[config.mk]
export PLATFORM = sky130hd
export DESIGN_NAME = axi_cmd_issuer_flat
export DESIGN_NICKNAME = d
export VERILOG_FILES = /design/src/rtl/axi_cmd_issuer_if.sv /design/src/rtl/axi_cmd_issuer.sv /design/src/flat_wrapper.sv
export SDC_FILE = /design/constraint.sdc
export NUM_CORES = 1
export LEC_CHECK = 0
export CORE_MARGIN = 2
export CORE_UTILIZATION = 51
export CTS_CLUSTER_SIZE = 20
export DETAILED_ROUTE_END_ITERATION = 10
export PLACE_DENSITY = 0.85
export SLEW_MARGIN = 20
export SYNTH_ARGS = -nofsm -noshare
export SYNTH_HDL_FRONTEND = slang
export SYNTH_SLANG_ARGS = --single-unit
[constraint.sdc]
create_clock -name clk -period 2.7 [get_ports clk]
set_clock_uncertainty 0.15 [all_clocks]
set_input_delay 0.54 -clock clk [delete_from_list [all_inputs] [get_ports clk]]
set_output_delay 0.54 -clock clk [all_outputs]
set_load 0.01 [all_outputs]
[src/rtl/axi_cmd_issuer_if.sv]
`default_nettype none
// ============================================================================
// Module      : axi_cmd_issuer_if
// Description : Host-push, Controller-issue and completion signals of the
//               command issuer, bundled with master (issuer) and slave
//               (host/Controller) views. stall_cnt exists only when
//               STALL_CNT_EN is defined.
// Revision    : 1.0 - initial release
// ============================================================================
interface axi_cmd_issuer_if #(
  parameter int CNT_W = 4
);
  logic             push;
  logic [7:0]       push_op;
  logic             push_err;
  logic             full;
  logic             empty;
  logic [CNT_W-1:0] count;
  logic             en;
  logic [7:0]       opcode;
  logic             alu_done;
  logic             mem_done;
  logic             io_done;
  logic             busy;
`ifdef STALL_CNT_EN
  logic [15:0]      stall_cnt;
`endif

  // Issuer side: consumes host pushes and completions, drives everything else
  modport master (
    input  push, push_op, alu_done, mem_done, io_done,
    output push_err, full, empty, count, en, opcode, busy
`ifdef STALL_CNT_EN
    , output stall_cnt
`endif
  );

  // Host/Controller side: the mirror image of the issuer view
  modport slave (
    output push, push_op, alu_done, mem_done, io_done,
    input  push_err, full, empty, count, en, opcode, busy
`ifdef STALL_CNT_EN
    , input stall_cnt
`endif
  );
endinterface
`default_nettype wire

[src/rtl/axi_cmd_issuer.sv]
`default_nettype none
// ============================================================================
// Module      : axi_cmd_issuer
// Description : In-order command FIFO that issues one-cycle en/opcode pulses
//               toward the Controller, limited by a per-slave (ALU/MEM/IO)
//               outstanding-transaction credit released by done pulses.
//               Optional macro STALL_CNT_EN adds a saturating 16-bit count of
//               edges on which the head entry was blocked by credit.
// Revision    : 1.0 - initial release
// ============================================================================
module axi_cmd_issuer #(
  parameter int DEPTH   = 8,
  parameter int CNT_W   = 4,
  parameter int MAX_OUT = 2
) (
  input  wire logic           clk,
  input  wire logic           rst,
  axi_cmd_issuer_if.master    bus
);

  localparam int         c_PTR_W   = $clog2(DEPTH);
  localparam logic [1:0] c_MAX_OUT = 2'(MAX_OUT);

  // Storage and pointers
  logic [7:0]         r_mem [DEPTH];
  logic [c_PTR_W-1:0] r_wr_ptr;
  logic [c_PTR_W-1:0] r_rd_ptr;
  logic [CNT_W-1:0]   r_count;

  // Outstanding counters: index 0 = ALU, 1 = MEM, 2 = IO (target code - 1)
  logic [1:0]         r_out_cnt [3];

  // Registered outputs
  logic               r_en;
  logic [7:0]         r_opcode;
  logic               r_push_err;

  logic               w_full;
  logic               w_empty;
  logic [7:0]         w_head;
  logic [7:0]         w_push_cmd;
  logic               w_push_ok;
  logic               w_pop;
  logic               w_credit_ok;
  logic [2:0]         w_done;
  logic [2:0]         w_dec;
  logic [2:0]         w_room;
  logic [2:0]         w_tgt_hit;
  logic [2:0]         w_issue;

  assign w_full     = (r_count == CNT_W'(DEPTH));
  assign w_empty    = (r_count == '0);
  assign w_head     = r_mem[r_rd_ptr];
  // The running bit is always stored cleared: queued commands are waiting
  assign w_push_cmd = bus.push_op & 8'hFE;
  assign w_push_ok  = bus.push && !w_full && (bus.push_op[3:2] != 2'b00);
  assign w_done     = {bus.io_done, bus.mem_done, bus.alu_done};

  // Per-slave credit check; a done sampled this edge already frees its slot
  always_comb begin
    w_tgt_hit = '0;
    w_dec     = '0;
    w_room    = '0;
    for (int i = 0; i < 3; i++) begin
      w_tgt_hit[i] = (w_head[3:2] == 2'(i + 1));
      w_dec[i]     = w_done[i] && (r_out_cnt[i] != 2'd0);
      w_room[i]    = ((r_out_cnt[i] - {1'b0, w_dec[i]}) < c_MAX_OUT);
    end
  end

  assign w_credit_ok = |(w_tgt_hit & w_room);
  assign w_pop       = !w_empty && w_credit_ok;
  assign w_issue     = w_pop ? w_tgt_hit : 3'b000;

  // FIFO pointers and occupancy; simultaneous push and pop keep count steady
  always_ff @(posedge clk) begin
    if (!rst) begin
      r_wr_ptr <= '0;
      r_rd_ptr <= '0;
      r_count  <= '0;
    end else begin
      if (w_push_ok) r_wr_ptr <= r_wr_ptr + 1'b1;
      if (w_pop)     r_rd_ptr <= r_rd_ptr + 1'b1;
      r_count <= r_count + CNT_W'(w_push_ok) - CNT_W'(w_pop);
    end
  end

  // Entry storage; contents need no reset because the pointers gate reads
  always_ff @(posedge clk) begin
    if (w_push_ok) r_mem[r_wr_ptr] <= w_push_cmd;
  end

  // Outstanding counters: issue adds, done subtracts, both together cancel
  always_ff @(posedge clk) begin
    for (int i = 0; i < 3; i++) begin
      if (!rst) r_out_cnt[i] <= 2'd0;
      else      r_out_cnt[i] <= r_out_cnt[i] + {1'b0, w_issue[i]} - {1'b0, w_dec[i]};
    end
  end

  // Issue strobe, held opcode and one-cycle push rejection pulse
  always_ff @(posedge clk) begin
    if (!rst) begin
      r_en       <= 1'b0;
      r_opcode   <= 8'h00;
      r_push_err <= 1'b0;
    end else begin
      r_en       <= w_pop;
      if (w_pop) r_opcode <= w_head;
      r_push_err <= bus.push && !w_push_ok;
    end
  end

`ifdef STALL_CNT_EN
  logic [15:0] r_stall_cnt;

  // Counts edges where a queued head waits for credit, saturating at all-ones
  always_ff @(posedge clk) begin
    if (!rst) begin
      r_stall_cnt <= 16'h0000;
    end else if (!w_empty && !w_credit_ok && (r_stall_cnt != 16'hFFFF)) begin
      r_stall_cnt <= r_stall_cnt + 16'h0001;
    end
  end

  assign bus.stall_cnt = r_stall_cnt;
`endif

  assign bus.en       = r_en;
  assign bus.opcode   = r_opcode;
  assign bus.push_err = r_push_err;
  assign bus.count    = r_count;
  assign bus.full     = w_full;
  assign bus.empty    = w_empty;
  assign bus.busy     = !w_empty || (r_out_cnt[0] != 2'd0) ||
                        (r_out_cnt[1] != 2'd0) || (r_out_cnt[2] != 2'd0);

endmodule
`default_nettype wire

[src/flat_wrapper.sv]
// flat-port wrapper written by rule: the top's interface ports become plain ports
module axi_cmd_issuer_flat 
#(
  parameter int DEPTH   = 8,
  parameter int CNT_W   = 4,
  parameter int MAX_OUT = 2
)
  (clk, rst, bus_push, bus_push_op, bus_alu_done, bus_mem_done, bus_io_done, bus_push_err, bus_full, bus_empty, bus_count, bus_en, bus_opcode, bus_busy);
  axi_cmd_issuer_if #(.CNT_W(CNT_W)) bus_i ();
  input  wire logic clk;
  input  wire logic rst;
  input wire logic [$bits(bus_i.push)-1:0] bus_push;
  input wire logic [$bits(bus_i.push_op)-1:0] bus_push_op;
  input wire logic [$bits(bus_i.alu_done)-1:0] bus_alu_done;
  input wire logic [$bits(bus_i.mem_done)-1:0] bus_mem_done;
  input wire logic [$bits(bus_i.io_done)-1:0] bus_io_done;
  output wire logic [$bits(bus_i.push_err)-1:0] bus_push_err;
  output wire logic [$bits(bus_i.full)-1:0] bus_full;
  output wire logic [$bits(bus_i.empty)-1:0] bus_empty;
  output wire logic [$bits(bus_i.count)-1:0] bus_count;
  output wire logic [$bits(bus_i.en)-1:0] bus_en;
  output wire logic [$bits(bus_i.opcode)-1:0] bus_opcode;
  output wire logic [$bits(bus_i.busy)-1:0] bus_busy;
  assign bus_i.push = bus_push;
  assign bus_i.push_op = bus_push_op;
  assign bus_i.alu_done = bus_alu_done;
  assign bus_i.mem_done = bus_mem_done;
  assign bus_i.io_done = bus_io_done;
  assign bus_push_err = bus_i.push_err;
  assign bus_full = bus_i.full;
  assign bus_empty = bus_i.empty;
  assign bus_count = bus_i.count;
  assign bus_en = bus_i.en;
  assign bus_opcode = bus_i.opcode;
  assign bus_busy = bus_i.busy;
  axi_cmd_issuer #(.DEPTH(DEPTH), .CNT_W(CNT_W), .MAX_OUT(MAX_OUT)) u_core (.clk(clk), .rst(rst), .bus(bus_i));
endmodule
* Yosys cells after proc, flatten, opt, wreduce, memory -nomap -nowiden *
Memories as Yosys holds them, arrays and structs flattened. A register that Yosys moved wholly into a read port is not among the register bits.
Cells that the tools add are included.

word-level totals
  word-level logic and storage cells = 61
  output and inout port bits = 17
  register bits = 20
  latch bits = 0
  input port bits = 14
  memory bits (writable) = 62
  memories kept = 2
  bits in read-only memories = 0

memory list
  memory            depth  bits a word  rd ports  clocked after Yosys merged registers in  wr ports  line                  RTL
  u_core.r_mem      8      7            1         1                                        1         axi_cmd_issuer.sv:25  logic [7:0] r_mem [DEPTH];
  u_core.r_out_cnt  3      2            3         0                                        3         axi_cmd_issuer.sv:31  logic [1:0] r_out_cnt [3];

cells by class
  shift operators = 0
  multiply operators = 0
  reduce and logical (&&, ||, !) cells = 19
  muxes and demuxes = 10
  add/sub/neg operators = 13
  equal/unequal tests = 4
  bitwise logic cells = 4
  $lt $le $gt $ge = 3
  div/mod/pow operators = 0

operators by type and width
  cell                 number
  $sub 2x1->2          6
  $mux 3               3
  $reduce_bool 2->1    4
  $logic_and 1x1->1    7
  $add 2x1->2          3
  $add 3x1->3 const B  2
  $lt 2x2->1 const B   3
  $mux 2               3
  $add 4x1->4          1
  $eq 2x2->1 const B   2
  $eq 4x4->1 const B   1
  $logic_not 4->1      1
  $mux 1               4
  $sub 4x1->4          1
  $and 3x3->3          1
  $logic_not 1->1      3
  $logic_or 1x1->1     3
  $or 1x1->1           3
  $reduce_or 3->1      1
  $eq 2x1->1 const B   1

* Logic depth before layout (Yosys ltp) *
An unclocked memory read counts as a cell.

  depth in word-level cells = 12
  mapped depth = 14
  depth with buffers taken out = 14

* Worst setup path after synthesis *
Ideal clock, no wire load.

  kind = register -> register
  from = reg (tool-made name)
  to = reg u_core.r_count[2] (netlist: u_core.bus.count[2])
  period minus slack after synthesis = 2.806 ns
  stages on the path, launching flop included = 14
  arrival = 2.528 ns
  library setup time = 0.128 ns
  data required time = 2.422 ns
  path slack = -0.106 ns
  buffers on the path = 1
  path through = dfxtp_1 -> buf_4 -> mux4_2 -> mux2i_4 -> nor2_1 -> nand3_2 -> nand2_1 -> ha_1 -> inv_1 -> ha_1 -> inv_1 -> fa_1 -> xor2_1 -> nor2_1

RTL lines
  item                  line                  RTL
  to (signal assigned)  axi_cmd_issuer.sv:84  r_count <= r_count + CNT_W'(w_push_ok) - CNT_W'(w_pop);
  to (decl)             axi_cmd_issuer.sv:28  logic [CNT_W-1:0] r_count;

==> impl_metrics.tcl <==
set metrics [dict create \
    rows 30 \
    syn_area_um2 3500 \
    placedCellCount 368 \
    seqPwrFrac 0.377 \
    synth.top_cell.area_share 0.481 \
    synth_top_area_cell "edfxtp_1" \
    gp_congestion 0.805 \
    hp-class "register to register" \
    ff2ff_path_depth 11 \
    pre_cts_ws_ps -403 \
    antenna_cells 0 \
    p_int_uw 2940 \
    start_util 0.520 \
    hpwl_um 4650 \
    syn_to_final_growth_pct 23.6 \
    slew_violations 0 \
    drt_wl_total_um 6840 \
    drtAntennaViolNets 0 \
    synth_ff_type "edfxtp_1" \
    max-vdd-ir-drop_mv 0.453 \
    power_density_nw_per_um2 1020 \
    r2r_slack_ps -10 \
    cp.arrival_ps 2780 \
    p_switching_uw 1480 \
    maxSlewHeadroom 0.560 \
    outcome "finished with violations" \
    worstReg2RegEnd "u_core.bus.count[1]" \
    power_uw 4420 \
    dieWidth_um 86.8 \
    wl_per_cell_um 17.7 \
    die_h_um 86.8 \
    period_minus_slack_ps 2710 \
    drt_iter0_drc 104 \
    insertion_delay_ps 360 \
    pwr-share-comb 0.419 \
    layoutNonFillerInstCount 386 \
    clock-sinks 84 \
    htreeDepth 3 \
    rsz0062_at_grt "true" \
    clockPowerShare 0.204 \
    ys_ff_latch 84 \
    cp-end-kind "register" \
    hold_buffers 0 \
    ys_warn_count 0 \
    synth_area_leaders "edfxtp_1, dfxtp_1, mux4_2" \
    hold_path_end "u_core.bus.opcode[2]" \
    worst_slack_ps -10.2 \
    syn_inst 243 \
    cts_tree "done" \
    hold_depth 2 \
    clk_pin_slew_ps 80 \
    p_sw_frac 0.334 \
    ys_types 38 \
    hold_ws_ps 333 \
    setup_violations 1 \
    synth_edf_count 56 \
    root_buffer "clkbuf_8" \
    fillers 457 \
    final-seq-area_um2 2250 \
    syn_nets 272 \
    coreArea_um2 6720 \
    cts_made_buffers 9 \
    nets 330 \
    cap_viol_max_count 0 \
    numPortBuffers 28 \
    hp-start "u_core.bus.opcode[2]" \
    dieArea_um2 7530 \
    hold_viol_final 0 \
    crit_fanout 5 \
    grt_pass1_wl_um 10700 \
    clockBufferDepth 2 \
    post_drt_via_cell_ratio 5.51 \
    async_flop_share 0 \
    grt_use_total 0.190 \
    layout_commonest_cell "edfxtp_1" \
    post-route-period-util 1.00 \
    first_pass_iters 4 \
    clock.fmax_mhz 369 \
    vias 2126 \
    crit_type "register to register" \
    layout_common_cells "edfxtp_1, clkdlybuf4s50_1, dfxtp_1, buf_4, nor2_1" \
    syn_area_per_cell_um2 14.4 \
    grt_overflow 0 \
    antenna_found_initial 0 \
    p_leak_uw 0.00159 \
    drive_above_1_share 0.252 \
    drcViolationCount 0 \
    cp_data_required_time_ps 2770 \
    ys_seq_area_frac 0.641 \
    multi_input_area_um2 1230 \
    worst_pin_slew_ps 659 \
    cp-start-kind "register" \
    failed_checks "negative setup slack" \
    first_global_vias 2186 \
    grt_max_degree 21 \
    ioPinCount 31 \
]
==> final cells by class <==
cell class	instances	area share
Sequential cell	84	0.520
Multi-Input combinational cell	135	0.284
Timing Repair Buffer	55	0.112
Clock buffer	10	0.0295
Tap cell	80	0.0232
Clock inverter	6	0.0168
Inverter	16	0.0145
==> kinds of logic after synthesis <==
kind of cell / Yosys count / synth area share
multiplexers: 23 / 0.113
AND/OR/NAND/NOR: 62 / 0.0916
XOR/XNOR: 9 / 0.0225
AO/OA/AOI/OAI: 25 / 0.0458
flip-flops: 84 / 0.641
buffers and inverters: 24 / 0.0290
adder cells (fa/ha/maj): 15 / 0.0558
other: 1 / 0.00107
==> critical path, cell delays in order (launching register included) <==
cell     delay [ps]
dfxtp_4         390
mux4_2          530
mux2i_4         240
nor2_2           70
nand3_2         110
nand2_4          70
ha_4            250
inv_4            50
ha_4            130
inv_2            30
fa_2            510
nor2_1           40
==> power by group through the flow <==
stage	sequential, uW	combinational (uW)	clock (uW)
after floorplan	1690	1110	0
after global placement	1680	1650	0
after detailed placement	1690	1730	0
after CTS	1660	1780	909
after global routing	1690	2050	952
final	1670	1850	902
==> what timing repair did <==
item                       4_1_cts  5_1_grt
resized for setup                4        6
setup buffers                    0        2
pin swaps                        0        5
setup endpoints to repair        1        3
==> registers in the layout, indices dropped and copies added (netlist names), named ones only <==
signal and flops:
u_core.bus.count 4, u_core.bus.en 1, u_core.bus.opcode 7, u_core.bus.push_err 1, u_core.r_mem 56, u_core.r_out_cnt 6
u_core.r_rd_ptr 3, u_core.r_wr_ptr 3
==> cells in the mapped netlist, types with 4 or more instances <==
master / count
edfxtp_1: 56
and2_1: 6
a21oi_1: 9
nand2b_1: 4
a211oi_1: 5
nand2_1: 11
inv_1: 15
dfxtp_1: 28
mux4_2: 12
xor2_1: 5
nand3_1: 4
mux2i_1: 9
nor3_1: 7
ha_1: 14
xnor2_1: 4
nor2_1: 19
==> how the worst max path moves through the flow <==
stage,endpoint,slack [ps],cells after the start
2_1_floorplan,u_core.bus.count[1],20,11
3_3_place_gp,u_core.bus.count[1],-290,13
3_5_place_dp,u_core.bus.count[3],-400,14
4_1_cts,u_core.bus.count[3],10,11
5_1_grt,u_core.bus.count[1],-120,12
6_report,u_core.bus.count[1],-10,11
==> through the flow <==
step           instance area (um^2)   util  setup TNS [ps]
6_report                       4320  0.643           -10.2
5_1_grt                        4320  0.643            -339
4_1_cts                        4280  0.637               0
3_5_place_dp                   4060  0.604           -1470
3_3_place_gp                   4060  0.604           -1130
2_1_floorplan                  3540      -               0
==> metal layers <==
| layer | GRT usage | wire length (um) | vias up |
|---|---|---|---|
| li1 | - | - | 997 |
| met1 | 0.235 | 2820 | 1054 |
| met2 | 0.319 | 3570 | 52 |
| met3 | 0.0429 | 281 | 23 |
| met4 | 0.0838 | 177 | 0 |
| met5 | 0 | 0 | - |
(Power assumes the default switching activity.)
